### src/rtl/decode_issue_stage.sv
// MIPS decode/issue stage: decodes one instruction per cycle, forwards operands from
// EX/MEM and MEM/WB, stalls on unresolved hazards and registers the ID/EX bundle.
module decode_issue_stage (
  input  logic        clk,
  input  logic        reset,
  input  logic        in_valid,
  input  logic [31:0] in_instr,
  output logic        in_ready,
  output logic [4:0]  rs_addr,
  output logic [4:0]  rt_addr,
  input  logic [31:0] rs_data,
  input  logic [31:0] rt_data,
  input  logic        flush,
  input  logic        exmem_wr_en,
  input  logic [4:0]  exmem_rd,
  input  logic [31:0] exmem_data,
  input  logic        exmem_is_load,
  input  logic        memwb_wr_en,
  input  logic [4:0]  memwb_rd,
  input  logic [31:0] memwb_data,
  output logic        ex_valid,
  output logic [5:0]  ex_opcode,
  output logic [5:0]  ex_func,
  output logic [4:0]  ex_sa,
  output logic [31:0] ex_first,
  output logic [31:0] ex_second,
  output logic [31:0] ex_store_data,
  output logic [4:0]  ex_dest,
  output logic        ex_wr_en,
  output logic        ex_is_load,
  output logic        ex_is_store
);

  localparam logic [5:0] OP_RTYPE = 6'h00;
  localparam logic [5:0] OP_J     = 6'h02;
  localparam logic [5:0] OP_JAL   = 6'h03;
  localparam logic [5:0] OP_BEQ   = 6'h04;
  localparam logic [5:0] OP_BNE   = 6'h05;
  localparam logic [5:0] OP_ADDI  = 6'h08;
  localparam logic [5:0] OP_ADDIU = 6'h09;
  localparam logic [5:0] OP_ANDI  = 6'h0C;
  localparam logic [5:0] OP_ORI   = 6'h0D;
  localparam logic [5:0] OP_XORI  = 6'h0E;
  localparam logic [5:0] OP_LW    = 6'h23;
  localparam logic [5:0] OP_SW    = 6'h2B;

  localparam logic [5:0] FN_SLL = 6'h00;
  localparam logic [5:0] FN_SRL = 6'h02;
  localparam logic [5:0] FN_SRA = 6'h03;

  typedef enum logic [1:0] {SEC_ZERO, SEC_RT, SEC_SEXT, SEC_ZEXT} sec_sel_t;

  logic [5:0]  opcode;
  logic [5:0]  func;
  logic [4:0]  rd;
  logic [4:0]  sa;
  logic [15:0] imm;

  assign opcode  = in_instr[31:26];
  assign rs_addr = in_instr[25:21];
  assign rt_addr = in_instr[20:16];
  assign rd      = in_instr[15:11];
  assign sa      = in_instr[10:6];
  assign func    = in_instr[5:0];
  assign imm     = in_instr[15:0];

  logic     uses_rs;
  logic     uses_rt;
  logic     writes;
  logic     is_load;
  logic     is_store;
  logic [4:0] dest;
  sec_sel_t sec_sel;

  always_comb begin
    uses_rs  = 1'b0;
    uses_rt  = 1'b0;
    writes   = 1'b0;
    is_load  = 1'b0;
    is_store = 1'b0;
    dest     = 5'd0;
    sec_sel  = SEC_ZERO;
    unique case (opcode)
      OP_RTYPE: begin
        // Immediate shifts take their amount from sa, so the rs field is ignored.
        uses_rs = !(func == FN_SLL || func == FN_SRL || func == FN_SRA);
        uses_rt = 1'b1;
        writes  = 1'b1;
        dest    = rd;
        sec_sel = SEC_RT;
      end
      OP_ADDI, OP_ADDIU: begin
        uses_rs = 1'b1;
        writes  = 1'b1;
        dest    = rt_addr;
        sec_sel = SEC_SEXT;
      end
      OP_ANDI, OP_ORI, OP_XORI: begin
        uses_rs = 1'b1;
        writes  = 1'b1;
        dest    = rt_addr;
        sec_sel = SEC_ZEXT;
      end
      OP_LW: begin
        uses_rs = 1'b1;
        writes  = 1'b1;
        is_load = 1'b1;
        dest    = rt_addr;
        sec_sel = SEC_SEXT;
      end
      OP_SW: begin
        uses_rs  = 1'b1;
        uses_rt  = 1'b1;
        is_store = 1'b1;
        sec_sel  = SEC_SEXT;
      end
      OP_BEQ, OP_BNE: begin
        uses_rs = 1'b1;
        uses_rt = 1'b1;
        sec_sel = SEC_RT;
      end
      OP_J, OP_JAL: begin
        sec_sel = SEC_ZERO;
      end
      default: begin
        sec_sel = SEC_ZERO;
      end
    endcase
  end

  // Index 0 is the rs path, index 1 the rt path.
  logic [4:0]  src_addr [2];
  logic [31:0] src_rf   [2];
  logic [31:0] src_value[2];
  logic [1:0]  src_used;
  logic [1:0]  hazard;

  assign src_addr[0] = rs_addr;
  assign src_addr[1] = rt_addr;
  assign src_rf[0]   = rs_data;
  assign src_rf[1]   = rt_data;
  assign src_used    = {uses_rt, uses_rs};

  generate
    for (genvar gi = 0; gi < 2; gi++) begin : g_src
      logic is_zero;
      logic exmem_hit;
      logic memwb_hit;
      assign is_zero   = (src_addr[gi] == 5'd0);
      assign exmem_hit = exmem_wr_en && (exmem_rd == src_addr[gi]);
      assign memwb_hit = memwb_wr_en && (memwb_rd == src_addr[gi]);

      // Loads in EX/MEM have no data yet; they are handled by stalling instead.
      assign src_value[gi] = is_zero                     ? 32'd0      :
                             (exmem_hit && !exmem_is_load) ? exmem_data :
                             memwb_hit                   ? memwb_data : src_rf[gi];

      assign hazard[gi] = src_used[gi] && !is_zero &&
                          ((ex_valid && ex_wr_en && (ex_dest == src_addr[gi])) ||
                           (exmem_hit && exmem_is_load));
    end
  endgenerate

  logic        stall;
  logic        issue;
  logic [31:0] second_next;

  assign stall    = in_valid && (|hazard);
  assign issue    = in_valid && !stall && !flush;
  assign in_ready = !reset && (!stall || flush);

  always_comb begin
    second_next = 32'd0;
    unique case (sec_sel)
      SEC_RT:   second_next = src_value[1];
      SEC_SEXT: second_next = {{16{imm[15]}}, imm};
      SEC_ZEXT: second_next = {16'd0, imm};
      default:  second_next = 32'd0;
    endcase
  end

  always_ff @(posedge clk) begin
    if (reset || !issue) begin
      ex_valid      <= 1'b0;
      ex_opcode     <= 6'd0;
      ex_func       <= 6'd0;
      ex_sa         <= 5'd0;
      ex_first      <= 32'd0;
      ex_second     <= 32'd0;
      ex_store_data <= 32'd0;
      ex_dest       <= 5'd0;
      ex_wr_en      <= 1'b0;
      ex_is_load    <= 1'b0;
      ex_is_store   <= 1'b0;
    end else begin
      ex_valid      <= 1'b1;
      ex_opcode     <= opcode;
      ex_func       <= func;
      ex_sa         <= sa;
      ex_first      <= src_value[0];
      ex_second     <= second_next;
      ex_store_data <= is_store ? src_value[1] : 32'd0;
      ex_dest       <= dest;
      ex_wr_en      <= writes && (dest != 5'd0);
      ex_is_load    <= is_load;
      ex_is_store   <= is_store;
    end
  end

endmodule

### config.mk
export PLATFORM = sky130hd
export DESIGN_NAME = decode_issue_stage
export DESIGN_NICKNAME = d
export VERILOG_FILES = /design/src/rtl/decode_issue_stage.sv
export SDC_FILE = /design/constraint.sdc
export NUM_CORES = 1
export LEC_CHECK = 0
export CORE_UTILIZATION = 30
export CTS_CLUSTER_SIZE = 14
export DETAILED_ROUTE_END_ITERATION = 6
export GPL_TIMING_DRIVEN = 0
export PLACE_DENSITY = 0.64
export SETUP_SLACK_MARGIN = 0.3
export SLEW_MARGIN = 10
export SYNTH_ARGS = -nofsm -noshare
export SYNTH_HDL_FRONTEND = slang
export SYNTH_SLANG_ARGS = --single-unit
### constraint.sdc
create_clock -name clk -period 3 [get_ports clk]
set_input_delay 0.6 -clock clk [delete_from_list [all_inputs] [get_ports clk]]
set_output_delay 0.6 -clock clk [all_outputs]
set_load 0.005 [all_outputs]
# After elaboration in Yosys (flattened, before gate mapping)
# Cells that the tools add are included.
[word_totals] regBits=122 in_bits=177 output_inout_bits=133 elab_cells=95
[classes] eq_ne=20 n_mux=14 n_bitwise=1 n_reduce_logical=49
[op_table] op="2-to-1 mux 32 bit" n=5
[op_table] op="one-hot mux 32 bit (3 select lines)" n=1
[op_table] op="== test 5 bit" n=6
[op_table] op="== test 6 x 4 -> 1 bit, second input constant" n=5
[op_table] op="logical AND 1 bit" n=20
[op_table] op="== test 6 x 2 -> 1 bit, second input constant" n=2
[op_table] op="== test 6 x 3 -> 1 bit, second input constant" n=2
[op_table] op="== test 6 bit, second input constant" n=2
[op_table] op="logical NOT 6 bit" n=2
[op_table] op="logical NOT 5 bit" n=2
[op_table] op="one-hot mux 5 bit (2 select lines)" n=1
[op_table] op="OR reduction 9 bit" n=1
[op_table] op="logical NOT 1 bit" n=8
[op_table] op="OR reduction 4 bit" n=2
[op_table] op="OR reduction 7 bit" n=1
[op_table] op="logical OR 1 bit" n=6
[op_table] op="one-hot mux 2 bit (3 select lines)" n=1
[op_table] op="OR reduction 2 bit" n=3
[op_table] op="OR reduction 3 bit" n=2
[op_table] op="OR reduction 6 bit" n=1
[op_table] op="2-to-1 mux 1 bit" n=5
[op_table] op="nonzero test 5 bit" n=1
[op_table] op="== test 2 bit, second input constant" n=2
[op_table] op="== test 2 x 1 -> 1 bit, second input constant" n=1
[op_table] op="other kinds (2)" n=2

# Logic depth before layout (Yosys ltp)
# Gate-level depths: netlist of run 1.
[logic_depth] depth_word=15 ltp_mapped=10 ltp_nobuf=6

# Worst setup path before layout of run 1
# OpenSTA, ideal clock, no wires.
[synth_timing] path_type="input port to output port" from="input port in_instr[28]" to="output port in_ready" arrival_time_ns=1.916 required_ns=2.400 setup_slack_ns=0.484 cell_stages=7 n_path_buf=1 cell_sequence="buf_2 inv_1 a2111oi_0 a21oi_1 a2111o_1 o31ai_1 a31oi_1"
[synth_between] elab_chain_len=10 word_cells_on_any_way=23 cone_classes="eq/ne (9); mux (2); reduce/logical (12)"
[synth_lines] element="from (decl)" line_no="7" rtl="input logic [31:0] in_instr,"
[synth_lines] element="== test 6 x 3 -> 1 bit, or another cell as far along" line_no="83" rtl="unique case (opcode)"
[synth_lines] element="OR reduction 9 bit (no line) / OR reduction 4 bit (equally long branches)"
[synth_lines] element="one-hot mux 1 bit (2 select lines) / 2-to-1 mux 1 bit (equally long branches)" line_no="83"
[synth_lines] element="logical AND 1 bit (2 in series)" line_no="158" rtl="assign hazard[gi] = src_used[gi] && !is_zero &&"
[synth_lines] element="OR reduction 2 bit *" line_no="168" rtl="assign stall = in_valid && (|hazard);"
[synth_lines] element="logical AND 1 bit *" line_no="168"
[synth_lines] element="logical NOT 1 bit *" line_no="170" rtl="assign in_ready = !reset && (!stall || flush);"
[synth_lines] element="logical OR 1 bit *" line_no="170"
[synth_lines] element="logical AND 1 bit *" line_no="170"
[synth_lines] element="to (decl)" line_no="8" rtl="output logic in_ready,"
# Every way passes the cells marked *; elsewhere a longest branch is shown, timed or not.

# Worst setup path in the final report of run 1
[layout_timing] from="input port exmem_rd[1]" to="output port in_ready"
[layout_between] elab_chain_len=10 word_cells_on_any_way=15 cone_classes="eq/ne (2); reduce/logical (13)"
[layout_lines] element="from (decl)" line_no="15" rtl="input logic [4:0] exmem_rd,"
[layout_lines] element="== test 5 bit" line_no="150" rtl="assign exmem_hit = exmem_wr_en && (exmem_rd == src_addr[gi]);"
[layout_lines] element="logical AND 1 bit" line_no="150"
[layout_lines] element="logical AND 1 bit" line_no="160" rtl="(exmem_hit && exmem_is_load));"
[layout_lines] element="logical OR 1 bit" line_no="159" rtl="((ex_valid && ex_wr_en && (ex_dest == src_addr[gi])) ||"
[layout_lines] element="logical AND 1 bit" line_no="158"
[layout_lines] element="OR reduction 2 bit *" line_no="168"
[layout_lines] element="logical AND 1 bit *" line_no="168"
[layout_lines] element="logical NOT 1 bit *" line_no="170"
[layout_lines] element="logical OR 1 bit *" line_no="170"
[layout_lines] element="logical AND 1 bit *" line_no="170"
# Marks and branches as above.

==> impl_metrics.env, run 1 <==
export IMPL_totalWireLength_um=24500
export IMPL_cp_required_ps=2400
export IMPL_floorplan_die_area_um2=19900
export IMPL_synth_cell_types=41
export IMPL_grtUsageTotal_pct=24.5
export IMPL_p_leak_uw=0.00359
export IMPL_grt_pass1_wl_um=36500
export IMPL_vdd_drop_max_uv=377
export IMPL_cts_tree="yes"
export IMPL_grt_pass1_vias=6412
export IMPL_cp_max_fo=2
export IMPL_core_area_um2=18800
export IMPL_clkLatencyLatePin_ps=410
export IMPL_vias=6304
export IMPL_hold_viol_final=0
export IMPL_cts_buffer_depth=2
export IMPL_ys_seq_area_share_pct=42.1
export IMPL_post_synth_top_area_fraction_pct=42.1
export IMPL_fmax_mhz=356
export IMPL_finalMaxSlewViolations=0
export IMPL_path_clk_slew_ps=60
export IMPL_grt_max_degree=17
export IMPL_powerDensity_nw_per_um2=427
export IMPL_initial_core_util_pct=30.8
export IMPL_synth_seq_cells=122
export IMPL_synth_warnings=0
export IMPL_synth_area_leaders="dfxtp_1, a2111oi_2, nor2_1"
export IMPL_ctsRootBufferMaster="clkbuf_16"
export IMPL_maxCapViolations=0
export IMPL_hold_path_class="in2reg"
export IMPL_synthSimpleGateAreaFrac_pct=15.0
export IMPL_min_period_over_period_pct=93.5
export IMPL_hold_buffers=0
export IMPL_pin_count=310
export IMPL_synthAdderAreaFrac_pct=0
export IMPL_design_area_um2=10100
export IMPL_hpwl_um=18900
export IMPL_synth_xor_area_share_pct=4.52
export IMPL_drt_first_iter_violations=307
export IMPL_n_antenna_cell=0
export IMPL_area_delta_synth_final_pct=73.4
export IMPL_synth_edf_count=0
export IMPL_synth_top_family_by_area="compound AO/OA/AOI/OAI gates"
export IMPL_drive_above_1_share_pct=16.1
export IMPL_end_kind="output pin"
export IMPL_std_cell_rows=50
export IMPL_cts_htree_levels=4
export IMPL_drc=0
export IMPL_cts_sinks=122
export IMPL_firstDrtPassIters=4
export IMPL_async_flop_share_pct=0
export IMPL_routedWlPerCell_um=19.6
export IMPL_yosys_mux_area_fraction_pct=5.51
export IMPL_numCtsBuffers=17
export IMPL_slew_headroom_pct=44.7
export IMPL_status="finished, final reports clean"
export IMPL_gp_congestion=0.859
export IMPL_detail_route_antenna_nets=0
export IMPL_min_period_ps=2810
export IMPL_avgSynthCellArea_um2=9.19
export IMPL_viasPerCell=5.04
export IMPL_skew_ps=9.36
export IMPL_final_nets=1156
export IMPL_die_x_um=141
export IMPL_synth_compound_area_share_pct=25.9
export IMPL_rsz0062_at_grt="true"
export IMPL_antenna_found_initial=0
export IMPL_criticalPathCategory="in2out"
export IMPL_tightest_slew_ps=830
export IMPL_ys_flop_type="dfxtp_1"
export IMPL_die_h_um=141
export IMPL_cp_data_arrival_time_ps=2210
export IMPL_yosysTopAreaCell="dfxtp_1"
export IMPL_syn_inst=632
export IMPL_cp_start_kind="input pin"
export IMPL_port_buffers=307
export IMPL_synth_nets=809
export IMPL_final_util_pct=53.5
export IMPL_place_area_um2=9210
export IMPL_syn_area_um2=5810
export IMPL_setup_viol=0
export IMPL_gr_total_overflow=0
-- stage by stage --
stage	std cells	worst slack [ps]	hold WS, ps	setup TNS [ps]	power (uW)
after floorplan	632	484	712	0	1870
after global placement	1199	-935	961	-59450	2250
after detailed placement	1199	-886	962	-61120	2250
after CTS	1247	238	506	0	4320
after global routing	1252	113	537	0	4450
final	1252	194	528	0	4300
-- worst max-delay path, cell delays in order --
cell and delay, ps:
dlygate4sd2_1 260, xor2_1 150, nor3_2 240, nand4_1 130, a2111o_1 470, o31ai_2 100
a31oi_1 120, buf_2 140
-- timing repair --
action | CTS | global route
gates resized for setup | 69 | 37
hold endpoints to repair | 0 | 0
endpoints found under the setup margin | 123 | 116
pin swaps | 19 | 8
setup buffers | 16 | 5
-- worst paths after layout --
path	cells after the start	startpoint	slack, ps	to
min reg2reg	7	ex_valid	1300	ex_store_data[28]
max	8	exmem_rd[1]	190	in_ready
min	3	in_instr[19]	530	ex_dest[3]
max reg2reg	10	ex_dest[4]	590	ex_second[23]
-- cells by family after synthesis --
logic type / count (synthesis)
XOR/XNOR: 30
buffers and inverters: 84
AO/OA/AOI/OAI: 154
multiplexers: 32
flip-flops: 122
AND/OR/NAND/NOR: 210
-- layout make-up --
class	instances	area, um^2
Multi-Input combinational cell	426	3060
Inverter	19	71.3
Clock inverter	13	143
Buffer	65	379
Sequential cell	122	2450
Clock buffer	19	453
Tap cell	260	325
Timing Repair Buffer	328	3190
Fill cell	1755	8760
-- cell usage in the layout, fill, tap and decap left out, drive strengths merged, types with 4 or more instances in the layout --
master,n
nor3,5
buf,57
nor2,99
inv,21
a211oi,32
a311oi,32
clkdlybuf4s50,287
a2111oi,33
mux2i,32
a22oi,5
clkbuf,58
a311o,32
nor4,4
dfxtp,122
o21ai,6
nand2,85
dlygate4sd2,9
xnor2,11
xor2,19
clkinv,7
-- synth_stat cells (2+ instances only) --
master / n
nor4_1: 3
a2111oi_2: 30
nand4b_1: 2
buf_4: 18
xnor2_1: 11
a31oi_1: 3
nand2_1: 85
a311oi_1: 32
clkbuf_1: 32
nor3_1: 4
a21oi_1: 3
a22oi_1: 5
nor3b_1: 3
a2111oi_0: 3
a311o_1: 32
o21ai_0: 4
nand4_1: 3
inv_1: 19
a211oi_1: 32
nand3_1: 2
dfxtp_1: 122
mux2i_1: 32
xor2_1: 19
buf_2: 14
or4_1: 3
o21ai_1: 2
and3_1: 2
nor2_1: 99
-- per-layer routing --
metal	global-route usage [%]	part of all wire, %	wire, um
met5	0	0	0
met4	9.50	2.1	522
met3	6.08	7.4	1820
met2	40.9	48	11800
met1	30.1	42	10400
-- state kept, by name (all words and copies together) (netlist names) --
signal / cells
ex_store_data: 32
ex_wr_en: 1
ex_sa: 5
ex_first: 32
ex_is_load: 1
ex_opcode: 6
ex_is_store: 1
ex_second: 32
ex_func: 6
ex_dest: 5
ex_valid: 1
-- report_power, final --
group | switching [uW] | total, uW | internal [uW] | leakage (uW)
clock network | 791 | 2060 | 1270 | 0.000290
logic | 252 | 590 | 338 | 0.00231
registers | 5.77 | 1650 | 1640 | 0.000989
total | 1050 | 4300 | 3250 | 0.00359
Power figures use the tool's default switching activity.
==> run 2: changes to the inputs <==
--- a/config.mk
+++ b/config.mk
@@ -5,6 +5,7 @@
 export SDC_FILE = /design/constraint.sdc
 export NUM_CORES = 1
 export LEC_CHECK = 0
+export CORE_ASPECT_RATIO = 0.75
 export CORE_UTILIZATION = 30
 export CTS_CLUSTER_SIZE = 14
 export DETAILED_ROUTE_END_ITERATION = 6
==> run 2 against run 1 <==
Compared with the run above: combinational power about the same; clock skew increased by 3.9 ps; sequential power about the same; final cell count decreased by 1.8%; wire length increased by 3.6%; non-clock buffer count decreased by 9; critical path depth unchanged; sequential share of layout area increased by 0.25 points; register-to-register slack got worse by 140 ps; core utilization decreased by 0.19 points; critical endpoint is now ex_store_data[31]; largest cell class unchanged.
==> impl_metrics.env, run 2 (synthesis results as in run 1) <==
export IMPL_status="finished, final reports clean"
export IMPL_numCtsBuffers=17
export IMPL_core_area_um2=18700
export IMPL_maxCapViolations=0
export IMPL_antenna_found_initial=0
export IMPL_cp_required_ps=3240
export IMPL_final_util_pct=53.3
export IMPL_cts_htree_levels=4
export IMPL_cp_endpoint="ex_store_data[31]"
export IMPL_design_area_um2=9980
export IMPL_mostFrequentLayoutCells="clkdlybuf4s50_1, dfxtp_1, nor2_1, nand2_1"
export IMPL_hold_buffers=0
export IMPL_grt_pass1_vias=6373
export IMPL_cts_buffer_depth=2
export IMPL_grtUsageTotal_pct=25.4
export IMPL_path_clk_slew_ps=70
export IMPL_top_regs="ex_first (32), ex_second (32), ex_store_data (32)"
export IMPL_gr_total_overflow=0
export IMPL_die_x_um=163
export IMPL_tightest_slew_ps=804
export IMPL_grt_max_degree=17
export IMPL_routedWlPerCell_um=20.6
export IMPL_fmax_mhz=359
export IMPL_area_delta_synth_final_pct=71.8
export IMPL_initial_core_util_pct=31.0
export IMPL_skew_ps=13.3
export IMPL_cp_data_arrival_time_ps=3030
export IMPL_end_kind="flip-flop"
export IMPL_port_buffers=307
export IMPL_hold_path_class="in2reg"
export IMPL_slew_headroom_pct=46.4
export IMPL_rr_worst_depth=9
export IMPL_setup_viol=0
export IMPL_ctsRootBufferMaster="clkbuf_16"
export IMPL_vdd_drop_max_uv=326
export IMPL_gp_congestion=0.881
export IMPL_viasPerCell=5.13
export IMPL_timing_final_ws_setup_ps=211
export IMPL_std_cell_rows=43
export IMPL_detail_route_antenna_nets=0
export IMPL_min_period_over_period_pct=93.0
export IMPL_pin_count=310
export IMPL_hpwl_um=19700
export IMPL_p_leak_uw=0.00356
export IMPL_cp_max_fo=10
export IMPL_rrSetupSlack_ps=450
export IMPL_cts_sinks=122
export IMPL_grt_pass1_wl_um=37300
export IMPL_final_nets=1147
export IMPL_final_common_cell="clkdlybuf4s50_1"
export IMPL_rsz0062_at_grt="true"
export IMPL_criticalPathCategory="in2reg"
export IMPL_finalMaxSlewViolations=0
export IMPL_drc=0
export IMPL_regToRegEndpoint="ex_store_data[31]"
export IMPL_cp_start_kind="input pin"
export IMPL_r2r_start="ex_dest[4]"
export IMPL_cp_startpoint="in_instr[24]"
export IMPL_floorplan_die_area_um2=19900
export IMPL_cts_tree="yes"
export IMPL_clkLatencyLatePin_ps=420
export IMPL_drt_first_iter_violations=336
export IMPL_n_antenna_cell=0
export IMPL_die_h_um=123
export IMPL_min_period_ps=2790
export IMPL_hold_viol_final=0
export IMPL_firstDrtPassIters=5
export IMPL_place_area_um2=9190
export IMPL_drive_above_1_share_pct=14.8
export IMPL_powerDensity_nw_per_um2=431
export IMPL_totalWireLength_um=25400
export IMPL_pre_cts_ws_ps=-979
export IMPL_vias=6312
-- run 2: changes by cell type in the layout (fill, tap and decap cells not counted), sizes merged --
cell and delta:
buf -11, bufinv -1, clkbuf -2, clkdlybuf4s15 -1, clkinv -4, dlygate4sd2 +1, dlymetal6s2s +2, inv +7
-- run 2: repair_timing --
action                                  4_1_cts  5_1_grt
gates resized for setup                      52       37
setup buffers                                10        2
endpoints found under the setup margin      123       44
pin swaps                                     9       10
-- run 2: worst max-delay path, stage by stage --
cell,delay [ps]
dlygate4sd2_1,310
xor2_1,180
nor4_2,360
a41oi_2,240
buf_4,200
o311ai_2,630
buf_2,400
a311oi_1,110
-- run 2: layout make-up --
type	instances	area [um^2]
buffer	65	360
sequential	122	2450
clock buffer	17	425
fill	1785	8740
clock inverter	15	154
multi-input combinational	426	3070
timing repair buffer	319	3140
tap	247	309
inverter	19	71.3
-- run 2: through the flow --
stage,hold slack (ps),cells,power (uW),TNS [ps]
final,510,1230,4300,0
after global routing,498,1230,4450,0
after floorplan,712,632,1870,0
after CTS,519,1228,4330,0
after detailed placement,965,1186,2260,-74450
after global placement,958,1186,2260,-69940
-- run 2: report_power, final --
group	leakage, uW	switching [uW]	internal [uW]
clock network	0.000281	891	1170
registers	0.000989	6.43	1640
logic	0.00228	256	335
-- run 2: worst min-delay path by stage --
| stage | start | depth (start not counted) | slack, ps | end |
|---|---|---|---|---|
| after floorplan | in_instr[0] | 2 | 710 | ex_func[0] |
| after global placement | in_instr[28] | 3 | 960 | ex_opcode[2] |
| after detailed placement | in_instr[28] | 3 | 960 | ex_opcode[2] |
| after CTS | in_instr[28] | 3 | 520 | ex_opcode[2] |
| after global routing | in_instr[31] | 3 | 500 | ex_opcode[5] |
| final | in_instr[31] | 3 | 510 | ex_opcode[5] |
-- run 2: layer usage --
layer | GRT usage [%] | routed length [um] | vias to the layer above
li1 | - | - | 3009
met1 | 31.6 | 10900 | 2982
met2 | 41.1 | 11700 | 299
met3 | 9.12 | 2460 | 22
met4 | 7.94 | 329 | 0
met5 | 0 | 0 | -
